File: src/rtl/cmd_frame_ctrl.sv
`default_nettype none
// +----------------------------------------------------------------------------+
// | cmd_frame_ctrl : UART command-frame decoder driving register file and ALU  |
// | Optional inter-byte timeout enabled by macro CMD_FRAME_TIMEOUT_EN          |
// | Revision 1.0                                                               |
// +----------------------------------------------------------------------------+
module cmd_frame_ctrl #(
    parameter int DATA_WIDTH = 8,
    parameter int ADDR_WIDTH = 4,
    parameter int OUT_WIDTH  = 16,
    parameter int TIMEOUT    = 255
) (
    input  logic                  CLK,
    input  logic                  RST,
    input  logic [DATA_WIDTH-1:0] RX_P_DATA,
    input  logic                  RX_D_VLD,
    input  logic [OUT_WIDTH-1:0]  ALU_OUT,
    input  logic                  OUT_Valid,
    input  logic [DATA_WIDTH-1:0] RdData,
    input  logic                  RdData_Valid,
    input  logic                  fifo_full,
    output logic [DATA_WIDTH-1:0] TX_P_DATA,
    output logic                  TX_D_VLD,
    output logic [ADDR_WIDTH-1:0] Address,
    output logic                  WrEn,
    output logic                  RdEn,
    output logic [DATA_WIDTH-1:0] WrData,
    output logic [3:0]            ALU_FUN,
    output logic                  EN,
    output logic                  CLK_EN,
    output logic                  clk_div_en,
    output logic                  frame_err
);

    localparam int c_NBYTES = OUT_WIDTH / DATA_WIDTH;
    localparam int c_CNT_W  = $clog2(c_NBYTES + 1);

    localparam logic [DATA_WIDTH-1:0] c_CMD_WR  = DATA_WIDTH'(8'hAA);
    localparam logic [DATA_WIDTH-1:0] c_CMD_RD  = DATA_WIDTH'(8'hBB);
    localparam logic [DATA_WIDTH-1:0] c_CMD_ALU = DATA_WIDTH'(8'hCC);
    localparam logic [DATA_WIDTH-1:0] c_CMD_FUN = DATA_WIDTH'(8'hDD);

    typedef enum logic [3:0] {
        S_IDLE     = 4'd0,
        S_WR_ADDR  = 4'd1,
        S_WR_DATA  = 4'd2,
        S_RD_ADDR  = 4'd3,
        S_RD_WAIT  = 4'd4,
        S_OP_A     = 4'd5,
        S_OP_B     = 4'd6,
        S_OP_FUN   = 4'd7,
        S_ALU_WAIT = 4'd8,
        S_TX_SEND  = 4'd9
    } state_t;

    state_t                 r_state, w_state_nxt;
    logic [OUT_WIDTH-1:0]   r_tx_buf, w_tx_buf_nxt;
    logic [c_CNT_W-1:0]     r_tx_rem, w_tx_rem_nxt;
    logic [DATA_WIDTH-1:0]  w_txdata_nxt, w_wrdata_nxt;
    logic [ADDR_WIDTH-1:0]  w_addr_nxt;
    logic [3:0]             w_alufun_nxt;
    logic                   w_txvld_nxt, w_wren_nxt, w_rden_nxt;
    logic                   w_en_nxt, w_clken_nxt, w_ferr_nxt;
    logic                   w_timeout;

`ifdef CMD_FRAME_TIMEOUT_EN
    localparam logic [15:0] c_TO_LAST = 16'(TIMEOUT - 1);

    logic [15:0] r_to_cnt;
    logic        w_rx_state;

    assign w_rx_state = (r_state inside {S_WR_ADDR, S_WR_DATA, S_RD_ADDR,
                                         S_OP_A, S_OP_B, S_OP_FUN});
    assign w_timeout  = w_rx_state && !RX_D_VLD && (r_to_cnt == c_TO_LAST);

    // Counter restarts on every accepted byte and on any state change
    always_ff @(posedge CLK or negedge RST) begin
        if (!RST) begin
            r_to_cnt <= '0;
        end else if (!w_rx_state || RX_D_VLD || (w_state_nxt != r_state)) begin
            r_to_cnt <= '0;
        end else begin
            r_to_cnt <= r_to_cnt + 16'd1;
        end
    end
`else
    assign w_timeout = 1'b0;
`endif

    always_comb begin
        w_state_nxt  = r_state;
        w_tx_buf_nxt = r_tx_buf;
        w_tx_rem_nxt = r_tx_rem;
        w_txdata_nxt = TX_P_DATA;
        w_wrdata_nxt = WrData;
        w_addr_nxt   = Address;
        w_alufun_nxt = ALU_FUN;
        w_clken_nxt  = CLK_EN;
        w_txvld_nxt  = 1'b0;
        w_wren_nxt   = 1'b0;
        w_rden_nxt   = 1'b0;
        w_en_nxt     = 1'b0;
        w_ferr_nxt   = 1'b0;

        case (r_state)
            S_IDLE: begin
                if (RX_D_VLD) begin
                    case (RX_P_DATA)
                        c_CMD_WR:  w_state_nxt = S_WR_ADDR;
                        c_CMD_RD:  w_state_nxt = S_RD_ADDR;
                        c_CMD_ALU: w_state_nxt = S_OP_A;
                        c_CMD_FUN: w_state_nxt = S_OP_FUN;
                        default:   w_ferr_nxt  = 1'b1;
                    endcase
                end
            end
            S_WR_ADDR: begin
                if (RX_D_VLD) begin
                    w_addr_nxt  = RX_P_DATA[ADDR_WIDTH-1:0];
                    w_state_nxt = S_WR_DATA;
                end
            end
            S_WR_DATA: begin
                if (RX_D_VLD) begin
                    w_wrdata_nxt = RX_P_DATA;
                    w_wren_nxt   = 1'b1;
                    w_state_nxt  = S_IDLE;
                end
            end
            S_RD_ADDR: begin
                if (RX_D_VLD) begin
                    w_addr_nxt  = RX_P_DATA[ADDR_WIDTH-1:0];
                    w_rden_nxt  = 1'b1;
                    w_state_nxt = S_RD_WAIT;
                end
            end
            S_RD_WAIT: begin
                if (RdData_Valid) begin
                    w_tx_buf_nxt = OUT_WIDTH'(RdData);
                    w_tx_rem_nxt = c_CNT_W'(1);
                    w_state_nxt  = S_TX_SEND;
                end
            end
            S_OP_A: begin
                if (RX_D_VLD) begin
                    w_addr_nxt   = '0;
                    w_wrdata_nxt = RX_P_DATA;
                    w_wren_nxt   = 1'b1;
                    w_state_nxt  = S_OP_B;
                end
            end
            S_OP_B: begin
                if (RX_D_VLD) begin
                    w_addr_nxt   = ADDR_WIDTH'(1);
                    w_wrdata_nxt = RX_P_DATA;
                    w_wren_nxt   = 1'b1;
                    w_state_nxt  = S_OP_FUN;
                end
            end
            S_OP_FUN: begin
                if (RX_D_VLD) begin
                    w_alufun_nxt = RX_P_DATA[3:0];
                    w_en_nxt     = 1'b1;
                    w_clken_nxt  = 1'b1;
                    w_state_nxt  = S_ALU_WAIT;
                end
            end
            S_ALU_WAIT: begin
                // ALU clock stays gated on through the result cycle
                if (OUT_Valid) begin
                    w_clken_nxt  = 1'b0;
                    w_tx_buf_nxt = ALU_OUT;
                    w_tx_rem_nxt = c_CNT_W'(c_NBYTES);
                    w_state_nxt  = S_TX_SEND;
                end
            end
            S_TX_SEND: begin
                // Buffer shifts down so the next byte is always in the low lane
                if (!fifo_full) begin
                    w_txdata_nxt = r_tx_buf[DATA_WIDTH-1:0];
                    w_txvld_nxt  = 1'b1;
                    w_tx_buf_nxt = r_tx_buf >> DATA_WIDTH;
                    w_tx_rem_nxt = r_tx_rem - 1'b1;
                    if (r_tx_rem == c_CNT_W'(1)) begin
                        w_state_nxt = S_IDLE;
                    end
                end
            end
            default: w_state_nxt = S_IDLE;
        endcase

        if (w_timeout) begin
            w_state_nxt = S_IDLE;
            w_ferr_nxt  = 1'b1;
        end
    end

    always_ff @(posedge CLK or negedge RST) begin
        if (!RST) begin
            r_state    <= S_IDLE;
            r_tx_buf   <= '0;
            r_tx_rem   <= '0;
            TX_P_DATA  <= '0;
            TX_D_VLD   <= 1'b0;
            Address    <= '0;
            WrEn       <= 1'b0;
            RdEn       <= 1'b0;
            WrData     <= '0;
            ALU_FUN    <= '0;
            EN         <= 1'b0;
            CLK_EN     <= 1'b0;
            clk_div_en <= 1'b0;
            frame_err  <= 1'b0;
        end else begin
            r_state    <= w_state_nxt;
            r_tx_buf   <= w_tx_buf_nxt;
            r_tx_rem   <= w_tx_rem_nxt;
            TX_P_DATA  <= w_txdata_nxt;
            TX_D_VLD   <= w_txvld_nxt;
            Address    <= w_addr_nxt;
            WrEn       <= w_wren_nxt;
            RdEn       <= w_rden_nxt;
            WrData     <= w_wrdata_nxt;
            ALU_FUN    <= w_alufun_nxt;
            EN         <= w_en_nxt;
            CLK_EN     <= w_clken_nxt;
            clk_div_en <= 1'b1;
            frame_err  <= w_ferr_nxt;
        end
    end

endmodule
`default_nettype wire

File: config.mk
export PLATFORM = sky130hd
export DESIGN_NAME = cmd_frame_ctrl
export DESIGN_NICKNAME = d
export VERILOG_FILES = /design/src/rtl/cmd_frame_ctrl.sv
export SDC_FILE = /design/constraint.sdc
export NUM_CORES = 1
export LEC_CHECK = 0
export BUFFER_PORTS_ARGS = -buffer_cell sky130_fd_sc_hd__buf_2
export CAP_MARGIN = 15
export CORE_UTILIZATION = 56
export DETAILED_ROUTE_END_ITERATION = 7
export GPL_ROUTABILITY_DRIVEN = 0
export PLACE_DENSITY = 0.88
export SYNTH_ARGS = -nofsm -noshare
export SYNTH_HDL_FRONTEND = slang
export SYNTH_SLANG_ARGS = --single-unit
File: constraint.sdc
create_clock -name CLK -period 3.1 [get_ports CLK]
set_clock_uncertainty 0.05 [all_clocks]
set_input_delay 0.155 -clock CLK [delete_from_list [all_inputs] [get_ports CLK]]
set_output_delay 0.155 -clock CLK [all_outputs]
set_load 0.005 [all_outputs]
---- Word-level counts from Yosys, hierarchy flattened ----
Index checks and enable logic that the tools add are counted.
storage, ports and cells
  register bits after elaboration ......... 53
  bits of input ports ..................... 38
  output and inout bits ................... 31
  logic and storage cells ................. 93
operators by class
  add/sub/neg operators ................... 1
  equality and inequality tests ........... 27
  multiplexer cells ....................... 36
  bitwise operators ....................... 1
  reductions and logical operators ........ 14
operators with widths
  operator                                             number
  2-to-1 mux 4 bit                                     13
  2-to-1 mux 16 bit                                    3
  case mux 16 bit (3 select lines)                     1
  case mux 4 bit (10 select lines)                     1
  equality test 8 bit, second input constant           4
  != test 2 bit, second input constant                 11
  equality test 4 x 3 -> 1 bit, second input constant  4
  case mux 4 bit (4 select lines)                      1
  case mux 4 bit (3 select lines)                      1
  AND reduction 12 bit                                 1
  2-to-1 mux 1 bit                                     11
  equality test 4 x 2 -> 1 bit, second input constant  2
  equality test 4 bit, second input constant           2
  AND reduction 4 bit                                  2
  2-to-1 mux 2 bit                                     3
  case mux 2 bit (3 select lines)                      1
  AND reduction 2 bit                                  3
  nonzero test 3 bit                                   2
  != test 5 x 1 -> 1 bit, second input constant        1
  equality test 4 x 1 -> 1 bit, second input constant  1
  zero test 4 bit                                      1
  OR reduction 4 bit                                   1
  AND reduction 3 bit                                  1
  OR reduction 3 bit                                   1
  other kinds (7)                                      7

---- Longest topological paths before layout ----
  depth after elaboration ................. 5
  gate-level depth with buffers ........... 6

---- Least setup slack after synthesis ----
No wires, ideal clock.
  path kind ............................... flip-flop to flip-flop
  from .................................... register r_state[2]
  to ...................................... register TX_P_DATA[0]
  setup time .............................. 0.125 ns
  data arrival time ....................... 1.745 ns
  path slack .............................. 1.180 ns
  stages on the path, launching flop included .. 7
  cells stage by stage .................... dfrtp_1 -> buf_6 -> or3b_1 -> buf_6 -> or3_1 -> buf_6 -> mux2_4
between the ends
  longest elaborated chain between the ends .. 2
RTL lines
  what                           line  source
  from (decl)                    56    state_t r_state, w_state_nxt;
  from (signal assigned)         215   r_state <= w_state_nxt;
  equality test 4 bit            105   case (r_state)
  AND reduction 2 bit (no line)  --
  to (signal assigned)           218   TX_P_DATA <= w_txdata_nxt;
  to (decl)                      22    output logic [DATA_WIDTH-1:0] TX_P_DATA,
No other way between the ends.
A chain may end at the register's enable or synchronous reset.

---- Worst setup path in the final report ----
  from .................................... register r_state[0]
  to ...................................... register WrData[4]
between the ends
  longest elaborated chain between the ends .. 3
  elaborated cells between the ends (all ways) .. 5
  classes of those cells .................. 3 x eq/ne; 2 x reduce/logical
RTL lines
  what                                                                          line  source
  equality test 4 x 3 -> 1 bit or equality test 4 x 2 -> 1 bit (tied branches)  105
  OR reduction 3 bit (no line) (*)                                              --
  AND reduction 2 bit (no line) (*)                                             --
  to (signal assigned)                                                          223   WrData <= w_wrdata_nxt;
  to (decl)                                                                     27    output logic [DATA_WIDTH-1:0] WrData,
Every way passes the cells marked *; elsewhere a longest branch is shown, timed or not.

==> results.json <==
{
  "ys_seq_area_frac": 0.527,
  "cts_hold_buf": 1,
  "antenna_left": 0,
  "worst-path-max-fanout": 26,
  "initialDrtViolationCount": 119,
  "drive_gt1_frac": 0.420,
  "timing.final.crit_share": 0.789,
  "synth.top_cells.by_area": "dfrtp_1, mux2_2, mux2_4",
  "synthTopCellsByCount": "dfrtp_1, mux2_2, nand2_1, o21ai_0",
  "worst_ep_arrival_time_ns": 2.59,
  "vias_per_cell": 5.86,
  "wl_per_cell_um": 16.7,
  "fin_nets": 312,
  "grt_max_degree": 34,
  "h-tree-depth": 2,
  "setup_tns_ns": 0,
  "fmax_ghz": 0.409,
  "yosysWarningCount": 0,
  "critPathKind": "reg -> reg",
  "tightest_slew_ns": 0.824,
  "pwr-share-clk": 0.166,
  "irDropWorstVdd_v": 0.000464,
  "final_cell_area_um2": 2950,
  "maxCapViolations": 0,
  "port_buffers": 68,
  "grt_setup_unrepaired": "false",
  "cts_setup_buffers": 0,
  "slew_headroom": 0.449,
  "first_pass_iters": 5,
  "status": "finished, final reports clean",
  "startpoint_type": "flip-flop",
  "die_x_um": 69.0,
  "yosysMostFrequentCell": "dfrtp_1",
  "start_util": 0.582,
  "synth_ff_type": "dfrtp_1",
  "vias": 1911,
  "path_clk_slew_ns": 0.09,
  "coreArea_um2": 4320,
  "cts.sinks": 53,
  "place_area_um2": 2850,
  "wl_um": 5430,
  "synth_top_area_cell": "dfrtp_1",
  "post-route-min-period_ns": 2.45,
  "fp.dieH_um": 69.0,
  "p_leak_nw": 1.47,
  "grt_pass1_wl_um": 9250,
  "rr_worst_depth": 4,
  "io_pins": 69,
  "rows": 24,
  "async_reset_ff_frac": 1.00,
  "cts_buffers": 5,
  "required_ns": 3.25,
  "grt-ovfl-total": 0,
  "cts_buffer_depth": 2,
  "comb_power_share": 0.336,
  "multiInputGateArea_um2": 1080,
  "synth_fp_nets": 247,
  "clkLatencyLatePin_ns": 0.30,
  "power.internal_mw": 1.55,
  "finalHoldViolations": 0,
  "cts_tree": "yes",
  "grt_pass1_vias": 1823,
  "p_sw_frac": 0.331,
  "postSynthCellCount": 208,
  "yosysTopAreaCellShare": 0.527,
  "avgSynthCellArea_um2": 12.1,
  "pwr-share-seq": 0.498,
  "setup_viol": 0,
  "dp_hpwl_um": 3830,
  "seqCellArea_um2": 1330,
  "synth.distinct_cells": 49,
  "worstHoldPathCells": 2,
  "antenna_found_initial": 0,
  "ys_seq_elements": 53,
  "areaGrowthSynthToFinish_pct": 17.2,
  "synth_edf_count": 0,
  "diodes": 0,
  "remaining_drc_errors": 0,
  "slew_viol_final": 0,
  "cts-resized-gates": 0,
  "syn_area_um2": 2510,
  "dieArea_um2": 4760,
  "grt_usage": 0.246,
  "hp-class": "in -> reg",
  "p_per_area_nw_per_um2": 786,
  "cp-end-kind": "flip-flop",
  "cts-root-buf": "clkbuf_8",
  "fillers": 326,
  "switchingPower_uw": 768
}
==> worst paths after layout <==
path                            slack (ns)                  endpoint                    from
worst max-delay path                  0.65     WrData[4]$_DFFE_PN0P_  r_state[0]$_DFFE_PN0P_
worst min-delay path                  0.02  r_tx_buf[13]$_DFFE_PN0P_             ALU_OUT[13]
worst max register to register        0.65     WrData[4]$_DFFE_PN0P_  r_state[0]$_DFFE_PN0P_
worst min register to register        0.44    Address[3]$_DFFE_PN0P_  Address[3]$_DFFE_PN0P_
max in group asynchronous             1.86   r_tx_buf[8]$_DFFE_PN0P_                     RST
min in group asynchronous             0.39  TX_P_DATA[2]$_DFFE_PN0P_                     RST
==> flip-flops by register name, summed over array words and instances (netlist names), 2 cells and up <==
signal / flops
r_state: 4
ALU_FUN: 4
WrData: 8
r_tx_rem: 2
Address: 4
r_tx_buf: 16
TX_P_DATA: 8
==> cells in the final DEF (no fill, tap or decap), types with 2 or more instances in the layout <==
| cell | n |
|---|---|
| buf_2 | 68 |
| o21ai_0 | 10 |
| o31ai_1 | 2 |
| nand3_1 | 8 |
| a22oi_1 | 8 |
| nand4bb_1 | 2 |
| nor2_1 | 4 |
| mux2_4 | 8 |
| clkbuf_8 | 5 |
| nor3_1 | 2 |
| mux2_2 | 22 |
| a22o_1 | 8 |
| or3_1 | 3 |
| nand2_1 | 21 |
| dfrtp_1 | 53 |
| buf_4 | 2 |
| and2_1 | 2 |
| o41ai_1 | 2 |
| or2_2 | 2 |
| a21boi_0 | 2 |
| clkinvlp_4 | 2 |
| nor3b_1 | 3 |
| xor2_1 | 2 |
| inv_1 | 5 |
==> cell type report <==
class | instances | area share
sequential | 53 | 0.450
multi-input combinational | 137 | 0.368
timing repair buffer | 71 | 0.124
clock buffer | 6 | 0.0246
tap | 52 | 0.0221
inverter | 5 | 0.00637
clock inverter | 2 | 0.00509
==> kinds of logic after synthesis <==
group	Yosys count	share of synthesized area
AND/OR/NAND/NOR	59	0.140
flip-flops	53	0.527
AO/OA/AOI/OAI	43	0.128
multiplexers	31	0.150
buffers and inverters	18	0.0413
XOR/XNOR	2	0.00697
adder cells (fa/ha/maj)	1	0.00497
other	1	0.00149
==> worst max-delay path, cell delays in order, from the launching register on <==
cell	delay [ns]
dfrtp_1	0.87
inv_1	0.24
or3_1	0.38
a21oi_2	0.40
mux2_2	0.39
==> per-layer routing <==
layer	vias to the layer above	GRT usage	routed length, um
met2	72	0.387	2630
met5	-	0	0
met3	6	0.0526	282
li1	887	-	-
met1	946	0.345	2460
met4	0	0.0748	63
==> metrics by stage <==
stage	util	hold WS [ns]	total power, mW	cells	worst slack (ns)
after floorplan	-	-0.191	1.64	208	1.18
after global placement	0.659	0.195	1.88	317	0.808
after detailed placement	0.659	0.205	1.93	317	0.722
after CTS	0.682	0.0201	2.32	326	0.728
after global routing	0.682	0.00819	2.46	326	0.498
final	0.682	0.0215	2.32	326	0.655
==> power groups by stage <==
stage | combinational, mW | clock, mW | sequential, mW
final | 0.779 | 0.385 | 1.15
after global routing | 0.858 | 0.417 | 1.19
after CTS | 0.782 | 0.389 | 1.15
after detailed placement | 0.772 | 0 | 1.16
after global placement | 0.736 | 0 | 1.14
after floorplan | 0.542 | 0 | 1.09
Note: power is estimated with default switching activity, not from simulation.
